`src/rtl/sequencer_pkg.sv`:
```
// -----------------------------------------------------------------------------
// sequencer_pkg
//   Shared types and constants for the note sequencer:
//     - FRAC_BITS   : Q.20 fixed-point fraction width
//     - RATIO_ROM   : just-intonation ratios for semitones 0..12 (Q.20, truncated)
//     - seq_state_t : sequencer FSM states
//     - note_event_t: one latched note event (tone, duration, cutoff)
// -----------------------------------------------------------------------------
package sequencer_pkg;

  localparam int FRAC_BITS  = 20;
  localparam int NUM_VOICES = 8;

  // Tones at or above this index are rests.
  localparam logic [3:0] REST_MIN = 4'd13;

  localparam logic [31:0] RATIO_ROM [13] = '{
    32'd1048576, 32'd1118481, 32'd1179648, 32'd1258291, 32'd1310720,
    32'd1398101, 32'd1474560, 32'd1572864, 32'd1677721, 32'd1747626,
    32'd1864135, 32'd1966080, 32'd2097152
  };

  typedef enum logic [1:0] {
    IDLE,
    LOOKUP,
    MULT,
    PLAY
  } seq_state_t;

  typedef struct packed {
    logic [3:0] tone;
    logic [7:0] duration;
    logic [2:0] cutoff;
  } note_event_t;

  // Ratio for a tone; rests map to 0 so the ROM is never indexed out of range.
  function automatic logic [31:0] ratio_lookup(input logic [3:0] tone);
    logic [31:0] r;
    r = '0;
    for (int i = 0; i < 13; i++) begin
      if (tone == 4'(i)) r = RATIO_ROM[i];
    end
    return r;
  endfunction

endpackage

```
`src/rtl/beat_timer.sv`:
```
// -----------------------------------------------------------------------------
// beat_timer
//   Two-level down counter timing a note: tick_cnt counts clk cycles within a
//   beat, beat_cnt counts remaining beats. done is high on the final cycle.
//
//   Ports:
//     clk      in  system clock
//     reset    in  synchronous, active-high
//     load     in  load tick_cnt=TICKS_PER_BEAT-1, beat_cnt=duration-1
//     en       in  count one cycle
//     duration in  [7:0] note length in beats (>=1 when loaded)
//     done     out tick_cnt==0 && beat_cnt==0
// -----------------------------------------------------------------------------
module beat_timer #(
  parameter int unsigned TICKS_PER_BEAT = 48000
) (
  input  logic       clk,
  input  logic       reset,
  input  logic       load,
  input  logic       en,
  input  logic [7:0] duration,
  output logic       done
);

  localparam int TW = (TICKS_PER_BEAT > 1) ? $clog2(TICKS_PER_BEAT) : 1;
  localparam logic [TW-1:0] TICK_RELOAD = TW'(TICKS_PER_BEAT - 1);

  logic [TW-1:0] tick_cnt;
  logic [7:0]    beat_cnt;

  always_ff @(posedge clk) begin
    // NOTE: sequential state uses non-blocking assignments so every register
    // samples the pre-edge values of its neighbours.
    if (reset) begin
      tick_cnt <= '0;
      beat_cnt <= '0;
    end else if (load) begin
      tick_cnt <= TICK_RELOAD;
      beat_cnt <= duration - 8'd1;
    end else if (en) begin
      if (tick_cnt == '0) begin
        // Hold at zero once the last beat expires instead of wrapping.
        if (beat_cnt != '0) begin
          tick_cnt <= TICK_RELOAD;
          beat_cnt <= beat_cnt - 8'd1;
        end
      end else begin
        tick_cnt <= tick_cnt - TW'(1);
      end
    end
  end

  assign done = (tick_cnt == '0) && (beat_cnt == '0);

endmodule

```
`src/rtl/note_sequencer.sv`:
```
// -----------------------------------------------------------------------------
// note_sequencer
//   Consumes note events, looks up the just-intonation ratio, scales a Q.20
//   base pitch and drives 8 voice frequencies/volumes plus the filter cutoff
//   for duration*TICKS_PER_BEAT cycles.
//
//   Ports:
//     clk           in  system clock
//     reset         in  synchronous, active-high
//     in_valid      in  note event valid
//     in_ready      out sequencer can accept an event (registered)
//     in_tone       in  [3:0] 0..12 semitone above base, 13..15 rest
//     in_duration   in  [7:0] beats; 0 discards the event
//     in_cutoff     in  [2:0] filter cutoff for this note
//     in_detune     in  signed [7:0] (only with NOTE_SEQUENCER_DETUNE_EN)
//     frequencies   out [7:0][31:0] per-voice frequency, Q.20
//     voice_volumes out [7:0][31:0] per-voice volume, Q.20
//     cutoff        out [2:0] filter cutoff
//     note_active   out high while playing a pitched tone
//
//   Optional feature macro: NOTE_SEQUENCER_DETUNE_EN
//     Adds in_detune; odd voices get +sign_extend(detune)<<10.
// -----------------------------------------------------------------------------
module note_sequencer
  import sequencer_pkg::*;
#(
  parameter logic [31:0] BASE_FREQ      = 32'd110 << 20,
  parameter int unsigned TICKS_PER_BEAT = 48000,
  parameter logic [31:0] VOICE_VOLUME   = 32'd1 << 20
) (
  input  logic             clk,
  input  logic             reset,
  input  logic             in_valid,
  output logic             in_ready,
  input  logic [3:0]       in_tone,
  input  logic [7:0]       in_duration,
  input  logic [2:0]       in_cutoff,
`ifdef NOTE_SEQUENCER_DETUNE_EN
  input  logic signed [7:0] in_detune,
`endif
  output logic [7:0][31:0] frequencies,
  output logic [7:0][31:0] voice_volumes,
  output logic [2:0]       cutoff,
  output logic             note_active
);

  seq_state_t  state;
  note_event_t evt;
  logic [31:0] ratio;
  logic        rest;
  logic [63:0] product;
  logic [31:0] note_freq;
  logic        timer_done;

`ifdef NOTE_SEQUENCER_DETUNE_EN
  logic signed [7:0] detune;
  logic [31:0]       detune_offset;
  assign detune_offset = {{24{detune[7]}}, detune} << 10;
`endif

  // Full 64-bit product, then drop the fraction and truncate to 32 bits.
  assign product   = 64'(BASE_FREQ) * 64'(ratio);
  assign note_freq = 32'(product >> FRAC_BITS);

  beat_timer #(
    .TICKS_PER_BEAT(TICKS_PER_BEAT)
  ) u_beat_timer (
    .clk     (clk),
    .reset   (reset),
    .load    (state == MULT),
    .en      (state == PLAY),
    .duration(evt.duration),
    .done    (timer_done)
  );

  always_ff @(posedge clk) begin
    if (reset) begin
      state         <= IDLE;
      in_ready      <= 1'b0;
      evt           <= '0;
      ratio         <= '0;
      rest          <= 1'b0;
      frequencies   <= '0;
      voice_volumes <= '0;
      cutoff        <= '0;
      note_active   <= 1'b0;
`ifdef NOTE_SEQUENCER_DETUNE_EN
      detune        <= '0;
`endif
    end else begin
      case (state)
        IDLE: begin
          in_ready <= 1'b1;
          if (in_valid && in_ready) begin
            evt <= '{tone: in_tone, duration: in_duration, cutoff: in_cutoff};
`ifdef NOTE_SEQUENCER_DETUNE_EN
            detune <= in_detune;
`endif
            // A zero-length event is consumed without leaving IDLE.
            if (in_duration != 8'd0) begin
              state    <= LOOKUP;
              in_ready <= 1'b0;
            end
          end
        end

        LOOKUP: begin
          ratio <= ratio_lookup(evt.tone);
          rest  <= (evt.tone >= REST_MIN);
          state <= MULT;
        end

        MULT: begin
          // Outputs are registered here so they appear on the first PLAY cycle.
          cutoff <= evt.cutoff;
          if (rest) begin
            voice_volumes <= '0;
            note_active   <= 1'b0;
          end else begin
            for (int i = 0; i < NUM_VOICES; i++) begin
`ifdef NOTE_SEQUENCER_DETUNE_EN
              if (i % 2 == 1)
                frequencies[i] <= (note_freq << (i % 3)) + detune_offset;
              else
                frequencies[i] <= note_freq << (i % 3);
`else
              frequencies[i] <= note_freq << (i % 3);
`endif
              voice_volumes[i] <= VOICE_VOLUME;
            end
            note_active <= 1'b1;
          end
          state <= PLAY;
        end

        PLAY: begin
          if (timer_done) begin
            // Frequencies and cutoff hold so release has no pitch glitch.
            voice_volumes <= '0;
            note_active   <= 1'b0;
            in_ready      <= 1'b1;
            state         <= IDLE;
          end
        end

        default: state <= IDLE;
      endcase
    end
  end

endmodule

```
`config.mk`:
```
export PLATFORM = sky130hd
export DESIGN_NAME = note_sequencer
export DESIGN_NICKNAME = d
export VERILOG_FILES = /design/src/rtl/sequencer_pkg.sv /design/src/rtl/beat_timer.sv /design/src/rtl/note_sequencer.sv
export SDC_FILE = /design/constraint.sdc
export NUM_CORES = 1
export LEC_CHECK = 0
export ABC_CLOCK_PERIOD_IN_PS = 5500
export CORE_AREA = 2 2 207 209
export CTS_CLUSTER_DIAMETER = 150
export DETAILED_ROUTE_END_ITERATION = 8
export DIE_AREA = 0 0 209 211
export PLACE_DENSITY = 0.53
export RECOVER_POWER = 25
export SYNTH_ARGS = -nofsm -noshare
export SYNTH_HDL_FRONTEND = slang
export SYNTH_SLANG_ARGS = --single-unit
```
`constraint.sdc`:
```
create_clock -name clk -period 5.5 [get_ports clk]
set_clock_uncertainty 0.15 [all_clocks]
set_input_delay 1.1 -clock clk [delete_from_list [all_inputs] [get_ports clk]]
set_output_delay 1.1 -clock clk [all_outputs]
set_load 0.02 [all_outputs]
```
==> flow_summary_export.csv <==
group,metric,value,unit
outcome,status,"finished, violations left",
outcome,violations,"capacitance limit, slew limit",
cts,cts_setup_buffers,0,
finish,multiInputGateArea,5850,um^2
power,peakVddDrop,0.157,mV
routing,num_vias,7530,
cts,cts_tree,"done",
floorplanning,dieWidth,209,um
global_routing,grt.total_usage,0.0983,
critical_path,critical_path_class,"reg -> reg",
synth,yosysSeqAreaShare,0.166,
routing,final_antenna_net_count,0,
floorplanning,fp.coreArea,41800,um^2
power,p_per_area,467,nW/um^2
finish,regArea,1800,um^2
global_routing,grt_max_degree,65,
cts,ctsRootBufferMaster,"clkbuf_16",
global_routing,grt_overflow,0,
synth,synthArstFlopShare,0,
synth,postSynthCellCount,1354,
floorplanning,dieArea,44100,um^2
sta,max_freq,214,MHz
cts,cts.path.max_buffers,2,
sta,fin_crit_sh,0.850,
synth,netlist_area,10800,um^2
sta,maxSlewViolCount,65,
synth,synth_area_per_cell,8.00,um^2
cts,cts_hold_buf,0,
place,gp_congestion,0.850,
global_routing,antenna_found_initial,0,
routing,via_per_inst,3.90,
place,dp_slack,0.834,ns
critical_path,reg2reg_slack,0.82,ns
job,max-cap-violations,1,
sta,tightest_slew,3.07,ns
routing,first_pass_iters,4,
floorplanning,io_pins,535,
synth,ys_types,63,
finish,nFillCells,4473,
finish,fin_cells,1931,
finish,nNetsFinal,1525,
cts,clock_latency,0.36,ns
sta,slew_headroom,-1.05,
critical_path,crit_path_end_kind,"register",
synth,yosysWarnings,0,
critical_path,regToRegStartpoint,"ratio[11]",
sta,tns,0,ns
critical_path,critical_path_required,5.61,ns
synth,yosys_register_bits,90,
critical_path,cp-start-kind,"register",
sta,rsz0062_at_grt,"false",
synth,synth_area_leader_cell,"buf_4",
synth,netlist_top_cells_area,"buf_4 (33%), dfxtp_1 (17%), fa_1 (9.6%)",
sta,hold_viol,0,
place,dp_hpwl,19300,um
worst_hold_path,hp-class,"reg -> reg",
place,dp.cells,1915,
synth,synth_top_area_frac,0.335,
critical_path,reg2reg_depth,15,
routing,drt_iter0_markers,298,
critical_path,critPathCapture,"frequencies[252]",
sta,setup_viol_count_final,0,
critical_path,crit_fanout,8,
routing,drc,0,
cts,post_cts_resized,0,
cts,cts_buffers,9,
global_routing,grt_pass1_wl,35200,um
place,portBuffers,262,
floorplanning,rows,75,
routing,wl_per_cell,12.1,um
floorplanning,dieHeight,211,um
power,power_leakage,5.24,nW
floorplanning,initial_core_util,0.259,
finish,layout-drive-gt1-share,0.0295,
routing,wl,23400,um
synth,synth_edf_count,0,
finish,num_antenna_cells,0,
critical_path,crit_start,"ratio[11]",
cts,cts.clk_slew.worst_paths,0.08,ns
critical_path,worst_ep_arrival_time,4.78,ns
critical_path,regToRegEndpoint,"frequencies[252]",
sta,fin_ws,0.823,ns
cts,h-tree-depth,3,
cts,clock_sinks,90,
global_routing,grt_pass1_vias,6580,
synth,synth_top_flop_cell,"dfxtp_1",
sta,fin_crit,4.68,ns
finish,area_growth,8.40,%
## cell type report
type | count | share of cell area
Timing Repair Buffer | 271 | 0.228
Sequential cell | 90 | 0.154
Clock buffer | 9 | 0.0192
Clock inverter | 7 | 0.00693
Inverter | 114 | 0.0365
Multi-Input combinational cell | 901 | 0.498
Tap cell | 539 | 0.0575
## synthesized netlist by cell type, types with 5 or more instances
cell type  count
inv_1        113
dfxtp_1       90
nand2b_1       8
o21a_1         6
nand2_1       91
a311oi_1      11
a21o_1        12
nor2_1        75
nor3_1        15
xnor2_1       20
nand4_1        7
nor4_1         5
clkbuf_1      32
a211oi_1      13
buf_4        483
a31oi_1        5
fa_1          52
nand3_1       13
xor2_1        14
o21ai_0       38
mux2i_1       10
ha_1          68
nor2b_1        8
a21oi_1       89
## routing by layer
layer / GRT usage / wire length, um / vias to the layer above
met2: 0.174 / 11500 / 345
met5: 0 / 0 / -
met4: 0.0217 / 281 / 0
li1: - / - / 3717
met3: 0.0219 / 1520 / 20
met1: 0.122 / 10100 / 3448
## state kept, by name (all words and copies together), names as in the netlist
| register | count |
|---|---|
| note_active | 1 |
| cutoff | 3 |
| frequencies | 29 |
| evt | 15 |
| state | 2 |
| rest | 1 |
| in_ready | 1 |
| u_beat_timer.tick_cnt | 16 |
| ratio | 14 |
| u_beat_timer.beat_cnt | 8 |
## critical path: stages (launching register included)
cell and delay, ns:
dfxtp_1 0.54, inv_1 0.22, fa_1 0.54, inv_1 0.05
fa_1 0.47, inv_1 0.05, fa_1 0.52, inv_1 0.04
ha_1 0.38, a21oi_1 0.19, o21ai_0 0.16, a2111oi_2 0.35
nor2_1 0.16, a211oi_2 0.33, o21ai_0 0.12, a221o_1 0.29
## power by group
part | internal (mW) | leakage, nW | switching (mW) | total [mW]
Clock | 0.325 | 0.150 | 0.329 | 0.654
Combinational | 1.51 | 4.36 | 2.29 | 3.80
Sequential | 0.794 | 0.730 | 0.234 | 1.03
Total | 2.63 | 5.24 | 2.86 | 5.48
## per-stage QoR
step / instance area, um^2 / power, mW / util / hold slack, ns
2_1_floorplan: 11800 / 4.15 / - / 0.286
3_3_place_gp: 11400 / 4.83 / 0.274 / 0.293
3_5_place_dp: 11400 / 4.87 / 0.274 / 0.303
4_1_cts: 11700 / 5.55 / 0.281 / 0.313
5_1_grt: 11700 / 6.00 / 0.281 / 0.325
6_report: 11700 / 5.48 / 0.281 / 0.312
## cells in the final DEF, fill, tap and decap left out, types with 4 or more instances in the layout
cell | Yosys | routed
conb_1 | 1 | 272
clkdlybuf4s50_1 | 0 | 239
inv_1 | 113 | 113
nand2_1 | 91 | 91
dfxtp_1 | 90 | 90
a21oi_1 | 89 | 89
nor2_1 | 75 | 75
ha_1 | 68 | 68
fa_1 | 52 | 52
o21ai_0 | 38 | 38
dlygate4sd3_1 | 0 | 22
xnor2_1 | 20 | 20
nor3_1 | 15 | 15
xor2_1 | 14 | 14
nand3_1 | 13 | 13
a211oi_1 | 13 | 13
a21o_1 | 12 | 12
a311oi_1 | 11 | 11
mux2i_1 | 10 | 10
clkbuf_16 | 0 | 9
nor2b_1 | 8 | 8
nand2b_1 | 8 | 8
nand4_1 | 7 | 7
buf_4 | 483 | 7
o21a_1 | 6 | 6
nor4_1 | 5 | 5
a31oi_1 | 5 | 5
and3_1 | 4 | 4
o211ai_1 | 4 | 4
or3_1 | 4 | 4
o22ai_1 | 4 | 4
o21bai_1 | 4 | 4
## cell families after synthesis
kind of cell               count (synthesis)  synth area share
DFF                                       90             0.166
adders and majority gates                120             0.175
other                                      1          0.000346
muxes                                     10           0.00924
buffers and inverters                    634             0.388
AOI/OAI and AO/OA                        213             0.124
and+or+nand+nor                          252             0.110
xor gates and xnor gates                  34            0.0275
## worst min-delay path by stage
stage,startpoint,end,depth (start not counted)
6_report,evt[1],evt[1],2
4_1_cts,evt[2],evt[2],2
3_5_place_dp,evt[2],evt[2],2
2_1_floorplan,evt[0],evt[0],2
3_3_place_gp,evt[2],evt[2],2
5_1_grt,evt[2],evt[2],2
(Power assumes the default switching activity.)
